File: src/rtl/hamming_secded_if.sv
// Valid/ready stream bundle for the Hamming(8,4) SECDED decoder.
// The slave side is the decoder; the master side feeds codewords and takes results.
interface hamming_secded_if;
    logic [7:0] in_code;
    logic       in_valid;
    logic       in_ready;
    logic [3:0] out_data;
    logic       out_corrected;
    logic       out_double;
    logic [2:0] out_err_pos;
    logic       out_valid;
    logic       out_ready;

    modport master (
        output in_code, in_valid, out_ready,
        input  in_ready, out_data, out_corrected, out_double, out_err_pos, out_valid
    );

    modport slave (
        input  in_code, in_valid, out_ready,
        output in_ready, out_data, out_corrected, out_double, out_err_pos, out_valid
    );
endinterface

File: src/rtl/hamming_secded_decoder.sv
// Streaming Hamming(8,4) SECDED decoder: a syndrome stage and a correct/classify
// output stage, plus saturating corrected/double-error counters.
module hamming_secded_decoder (
    input  logic                   clk,
    input  logic                   rst,
    hamming_secded_if.slave        bus,
    input  logic                   clr_counts,
    output logic [7:0]             corr_count,
    output logic [7:0]             dbl_count
);

    typedef enum logic [1:0] {
        ERR_NONE,
        ERR_SINGLE,
        ERR_PARITY,
        ERR_DOUBLE
    } err_class_e;

    logic       w_adv1;
    logic       w_adv2;
    logic       w_out_fire;

    logic       r_s1_valid;
    logic [7:0] r_s1_code;

    logic [2:0] w_syn;
    logic       w_par;
    err_class_e w_class;
    logic [7:0] w_fixed;
    logic [3:0] w_data;
    logic       w_corrected;
    logic       w_double;
    logic [2:0] w_err_pos;

    logic       r_out_valid;
    logic [3:0] r_out_data;
    logic       r_out_corrected;
    logic       r_out_double;
    logic [2:0] r_out_err_pos;

    logic [7:0] r_corr_count;
    logic [7:0] r_dbl_count;

    // Output stage advances when empty or drained; stage 1 advances when empty or
    // when it can hand its word to the output stage.
    assign w_adv2       = !r_out_valid || bus.out_ready;
    assign w_adv1       = !r_s1_valid || w_adv2;
    assign bus.in_ready = w_adv1 && !rst;
    assign w_out_fire   = r_out_valid && bus.out_ready;

    // NOTE: sequential state uses non-blocking assignments so every register
    // samples pre-edge values and simulation matches the synthesized flops.
    always_ff @(posedge clk) begin
        if (rst) begin
            r_s1_valid <= 1'b0;
            r_s1_code  <= 8'h00;
        end else if (w_adv1) begin
            r_s1_valid <= bus.in_valid;
            if (bus.in_valid) begin
                r_s1_code <= bus.in_code;
            end
        end
    end

    // Parity-check masks: s1 covers c1,c3,c5,c7; s2 covers c2,c3,c6,c7; s4 covers c4..c7.
    assign w_syn = {^(r_s1_code & 8'hF0), ^(r_s1_code & 8'hCC), ^(r_s1_code & 8'hAA)};
    assign w_par = ^r_s1_code;

    always_comb begin
        if (w_syn == 3'd0) begin
            w_class = w_par ? ERR_PARITY : ERR_NONE;
        end else begin
            w_class = w_par ? ERR_SINGLE : ERR_DOUBLE;
        end
    end

    // NOTE: every output of this block gets a default first, so no path can
    // leave a signal unassigned and infer a latch.
    always_comb begin
        w_fixed     = r_s1_code;
        w_corrected = 1'b0;
        w_double    = 1'b0;
        w_err_pos   = w_syn;
        unique case (w_class)
            ERR_NONE: begin
                w_err_pos = 3'd0;
            end
            ERR_SINGLE: begin
                w_fixed     = r_s1_code ^ (8'd1 << w_syn);
                w_corrected = 1'b1;
            end
            ERR_PARITY: begin
                // Only the overall parity bit flipped; data bits are intact.
                w_corrected = 1'b1;
                w_err_pos   = 3'd0;
            end
            ERR_DOUBLE: begin
                w_double = 1'b1;
            end
            default: begin
                w_fixed = r_s1_code;
            end
        endcase
    end

    assign w_data = {w_fixed[7], w_fixed[6], w_fixed[5], w_fixed[3]};

    always_ff @(posedge clk) begin
        if (rst) begin
            r_out_valid     <= 1'b0;
            r_out_data      <= 4'h0;
            r_out_corrected <= 1'b0;
            r_out_double    <= 1'b0;
            r_out_err_pos   <= 3'd0;
        end else if (w_adv2) begin
            r_out_valid     <= r_s1_valid;
            r_out_data      <= w_data;
            r_out_corrected <= w_corrected;
            r_out_double    <= w_double;
            r_out_err_pos   <= w_err_pos;
        end
    end

    // Clear has priority over a coincident increment.
    always_ff @(posedge clk) begin
        if (rst || clr_counts) begin
            r_corr_count <= 8'd0;
            r_dbl_count  <= 8'd0;
        end else if (w_out_fire) begin
            if (r_out_corrected && (r_corr_count != 8'hFF)) begin
                r_corr_count <= r_corr_count + 8'd1;
            end
            if (r_out_double && (r_dbl_count != 8'hFF)) begin
                r_dbl_count <= r_dbl_count + 8'd1;
            end
        end
    end

    assign bus.out_valid     = r_out_valid;
    assign bus.out_data      = r_out_data;
    assign bus.out_corrected = r_out_corrected;
    assign bus.out_double    = r_out_double;
    assign bus.out_err_pos   = r_out_err_pos;
    assign corr_count        = r_corr_count;
    assign dbl_count         = r_dbl_count;

endmodule

File: src/flat_wrapper.sv
// flat-port wrapper written by rule: the top's interface ports become plain ports
module hamming_secded_decoder_flat 
  (clk, rst, clr_counts, corr_count, dbl_count, bus_in_code, bus_in_valid, bus_out_ready, bus_in_ready, bus_out_data, bus_out_corrected, bus_out_double, bus_out_err_pos, bus_out_valid);
  hamming_secded_if bus_i ();
  input  logic clk;
  input  logic rst;
  input  logic clr_counts;
  output logic [7:0] corr_count;
  output logic [7:0] dbl_count;
  input wire logic [$bits(bus_i.in_code)-1:0] bus_in_code;
  input wire logic [$bits(bus_i.in_valid)-1:0] bus_in_valid;
  input wire logic [$bits(bus_i.out_ready)-1:0] bus_out_ready;
  output wire logic [$bits(bus_i.in_ready)-1:0] bus_in_ready;
  output wire logic [$bits(bus_i.out_data)-1:0] bus_out_data;
  output wire logic [$bits(bus_i.out_corrected)-1:0] bus_out_corrected;
  output wire logic [$bits(bus_i.out_double)-1:0] bus_out_double;
  output wire logic [$bits(bus_i.out_err_pos)-1:0] bus_out_err_pos;
  output wire logic [$bits(bus_i.out_valid)-1:0] bus_out_valid;
  assign bus_i.in_code = bus_in_code;
  assign bus_i.in_valid = bus_in_valid;
  assign bus_i.out_ready = bus_out_ready;
  assign bus_in_ready = bus_i.in_ready;
  assign bus_out_data = bus_i.out_data;
  assign bus_out_corrected = bus_i.out_corrected;
  assign bus_out_double = bus_i.out_double;
  assign bus_out_err_pos = bus_i.out_err_pos;
  assign bus_out_valid = bus_i.out_valid;
  hamming_secded_decoder u_core (.clk(clk), .rst(rst), .bus(bus_i), .clr_counts(clr_counts), .corr_count(corr_count), .dbl_count(dbl_count));
endmodule
File: config.mk
export PLATFORM = sky130hd
export DESIGN_NAME = hamming_secded_decoder_flat
export DESIGN_NICKNAME = d
export VERILOG_FILES = /design/src/rtl/hamming_secded_if.sv /design/src/rtl/hamming_secded_decoder.sv /design/src/flat_wrapper.sv
export SDC_FILE = /design/constraint.sdc
export NUM_CORES = 1
export LEC_CHECK = 0
export BUFFER_PORTS_ARGS = -buffer_cell sky130_fd_sc_hd__buf_2
export CAP_MARGIN = 5
export CORE_MARGIN = 2
export CORE_UTILIZATION = 52
export CTS_CLUSTER_DIAMETER = 40
export DETAILED_ROUTE_END_ITERATION = 10
export PLACE_DENSITY = 0.8
export SYNTH_ARGS = -nofsm -noshare
export SYNTH_HDL_FRONTEND = slang
export SYNTH_SLANG_ARGS = --single-unit
File: constraint.sdc
create_clock -name clk -period 3.9 [get_ports clk]
set_clock_uncertainty 0.2 [all_clocks]
set_input_delay 0.585 -clock clk [delete_from_list [all_inputs] [get_ports clk]]
set_output_delay 0.585 -clock clk [all_outputs]
set_load 0.01 [all_outputs]
==> reports/results.txt <==
outcome: completed
vias per cell: 5.45
Row Count: 21
Total Routing Usage GR: 19.2%
TritonCTS Buffers: 5
CTS tree: built
Startpoint Class: flop
Post-route DRC: 0
sequential share of the synthesized area: 38.9%
per-cell routed wire length: 12.5 µm
Final ANT Viol Nets: 0
DRT Wirelength: 3.50 mm
CTS clk-pin slew, worst paths: 0.11 ns
Synth top area share: 38.9%
final setup vio count: 0
Reg area: 701 µm²
CTS max path bufs: 2
EDFF count, synth: 0
TNS Setup: 0 ns
Rel. slew slack: 57.3%
Filler Cells Inserted: 298
Main synth FF type: dfxtp_1
f_max: 0.382 GHz
hold_buf cts: 0
worst skew pair latency: 0.36 ns
initial antenna violation count: 0
Starting Density: 53.9%
Mapped Area: 1800 µm²
Post-CTS Setup Repair Bufs: 0
synthesis-to-finish area growth: 15.1%
core footprint: 3340 µm²
maxcap violations: 0
most frequent cell after synthesis: nor2_1
Post-synth top cells: nor2_1 (36), dfxtp_1 (35), xnor2_1 (13)
RSZ-0062 raised after global routing: false
cell accounting for the most synthesized area: dfxtp_1
worst-margin pin slew: 0.640 ns
final core utilization: 62.1%
Synth area leaders: dfxtp_1 (39%), nor2_1 (7.5%), xnor2_1 (6.3%)
first-pass GRT wire length: 5.95 mm
worst slack at placement: 1.35 ns
PortBufs: 39
Die Span Y: 62.8 µm
Synth cell types: 36
# resized after CTS: 0
vias in the first global route: 1365
Multi-input gate area: 1050 µm²
Final Max Tran Viols: 0
final net count: 250
Ys Warns: 0
Horiz. Die Dim: 62.8 µm
fin area: 2070 µm²
WS Path Type: reg2reg
hold crit path type: in2reg
PD cells: 376 nW/µm²
Pleak: 0.902 nW
syn_nets: 212
Placer Congestion: 0.813
Arrival @ worst endpoint: 2.73 ns
grt total ovfl: 0
I/O pin cnt: 40
CTS Sinks: 35
share of post-route cells with drive strength above 1: 25.2%
CP endpoint kind: flop
DR pass1 iterations: 4
Post-Synthesis Cells: 195
largest net degree at the start of global routing: 24
Post-Syn Area per Cell: 9.23 µm²
ys async rst share: 0%
crit-path max FO: 7
detailed placer's ending HPWL: 2.47 mm
via count: 1527
Worst VDD drop: 228 µV
R2R Setup Slk: 1.28 ns
CTS Root Cell: clkbuf_4
die area: 3950 µm²
Final Hold Vio Count: 0
crit path time final: 2.62 ns
H-tree Lvls: 2
Placed Area: 2020 µm²
final worst-path cycle share: 67.1%
#FFs+latches synth: 35
CP Data Required Time: 4.01 ns
initial DRC count: 56
worst setup margin: 1.28 ns
total power: 779 µW
Antenna diodes: 0
==> state kept, by name (all words and copies together) (netlist names) <==
register and flops:
u_core.bus.out_data 4, u_core.r_s1_code 8, u_core.bus.out_valid 1, u_core.corr_count 8, u_core.r_s1_valid 1, u_core.bus.out_corrected 1
u_core.bus.out_double 1, u_core.bus.out_err_pos 3, u_core.dbl_count 8
==> critical path, stage by stage, from the launching register on <==
cell and delay [ns]:
dfxtp_1 0.55, xnor2_2 0.17, xnor2_2 0.41, xnor2_1 0.21
ha_1 0.27, inv_1 0.13, o41ai_1 0.43, o211a_1 0.21
==> area by class of cell <==
class                           instances  area share [%]
Clock buffer                            5            1.81
Clock inverter                          3           0.725
Inverter                                4           0.725
Multi-Input combinational cell        148            50.7
Sequential cell                        35            33.8
Tap cell                               46            2.78
Timing Repair Buffer                   39            9.43
==> per-layer routing <==
metal  global-route usage (%)  routed length, µm  share of wire (%)  up-vias
met5                        0                  0                  0        -
met2                     28.2               1590                 45       39
li1                         -                  -                  -      766
met1                     24.8               1620                 46      711
met3                     4.14                170                4.9       11
met4                     13.9                119                3.4        0
==> power breakdown <==
part	internal, mW	switching [mW]	total, mW
combinational	0.0767	0.109	0.186
sequential	0.380	0.0185	0.399
clock	0.0669	0.127	0.194
==> layout by cell type (no fill, tap or decap), drive strengths merged <==
| master | instances |
|---|---|
| o211ai | 3 |
| and4 | 2 |
| or2 | 1 |
| nand4 | 6 |
| ha | 4 |
| nand3 | 5 |
| inv | 4 |
| nand2 | 11 |
| nand3b | 3 |
| or4 | 3 |
| o41ai | 5 |
| buf | 39 |
| xor2 | 8 |
| o21ai | 2 |
| xnor2 | 17 |
| o2111ai | 1 |
| mux2i | 10 |
| dfxtp | 35 |
| o211a | 4 |
| nor4b | 1 |
| clkinv | 3 |
| o31ai | 3 |
| and2 | 1 |
| nor2b | 1 |
| clkbuf | 5 |
| nand2b | 1 |
| and3 | 3 |
| a21bo | 1 |
| nor2 | 36 |
| a21oi | 9 |
| a2111oi | 2 |
| a211oi | 4 |
| nor3 | 1 |
==> through the flow <==
step	hold WS, ns	instances
after floorplan	0.274	195
after global placement	0.258	272
after detailed placement	0.264	272
after CTS	0.259	280
after global routing	0.266	280
final	0.252	280
==> final timing paths <==
| path | from | endpoint | depth (start not counted) |
|---|---|---|---|
| worst max-delay path | u_core.r_s1_code[7] | u_core.bus.out_data[3] | 7 |
| worst min-delay path | bus_in_code[0] | u_core.r_s1_code[0] | 3 |
| worst max register to register | u_core.r_s1_code[7] | u_core.bus.out_data[3] | 7 |
| worst min register to register | u_core.bus.out_double | u_core.bus.out_double | 2 |
==> logic make-up (layout without fill, tap and decap cells) <==
| group | Yosys count | count (layout) | synth area share, % |
|---|---|---|---|
| AO/OA/AOI/OAI | 34 | 34 | 15.0 |
| adder cells (fa/ha/maj) | 4 | 4 | 2.78 |
| buffers and inverters | 12 | 51 | 2.71 |
| multiplexers | 10 | 10 | 5.56 |
| AND/OR/NAND/NOR | 75 | 75 | 20.0 |
| flip-flops | 35 | 35 | 38.9 |
| XOR/XNOR | 25 | 25 | 15.1 |
Note: power is estimated with default switching activity, not from simulation.
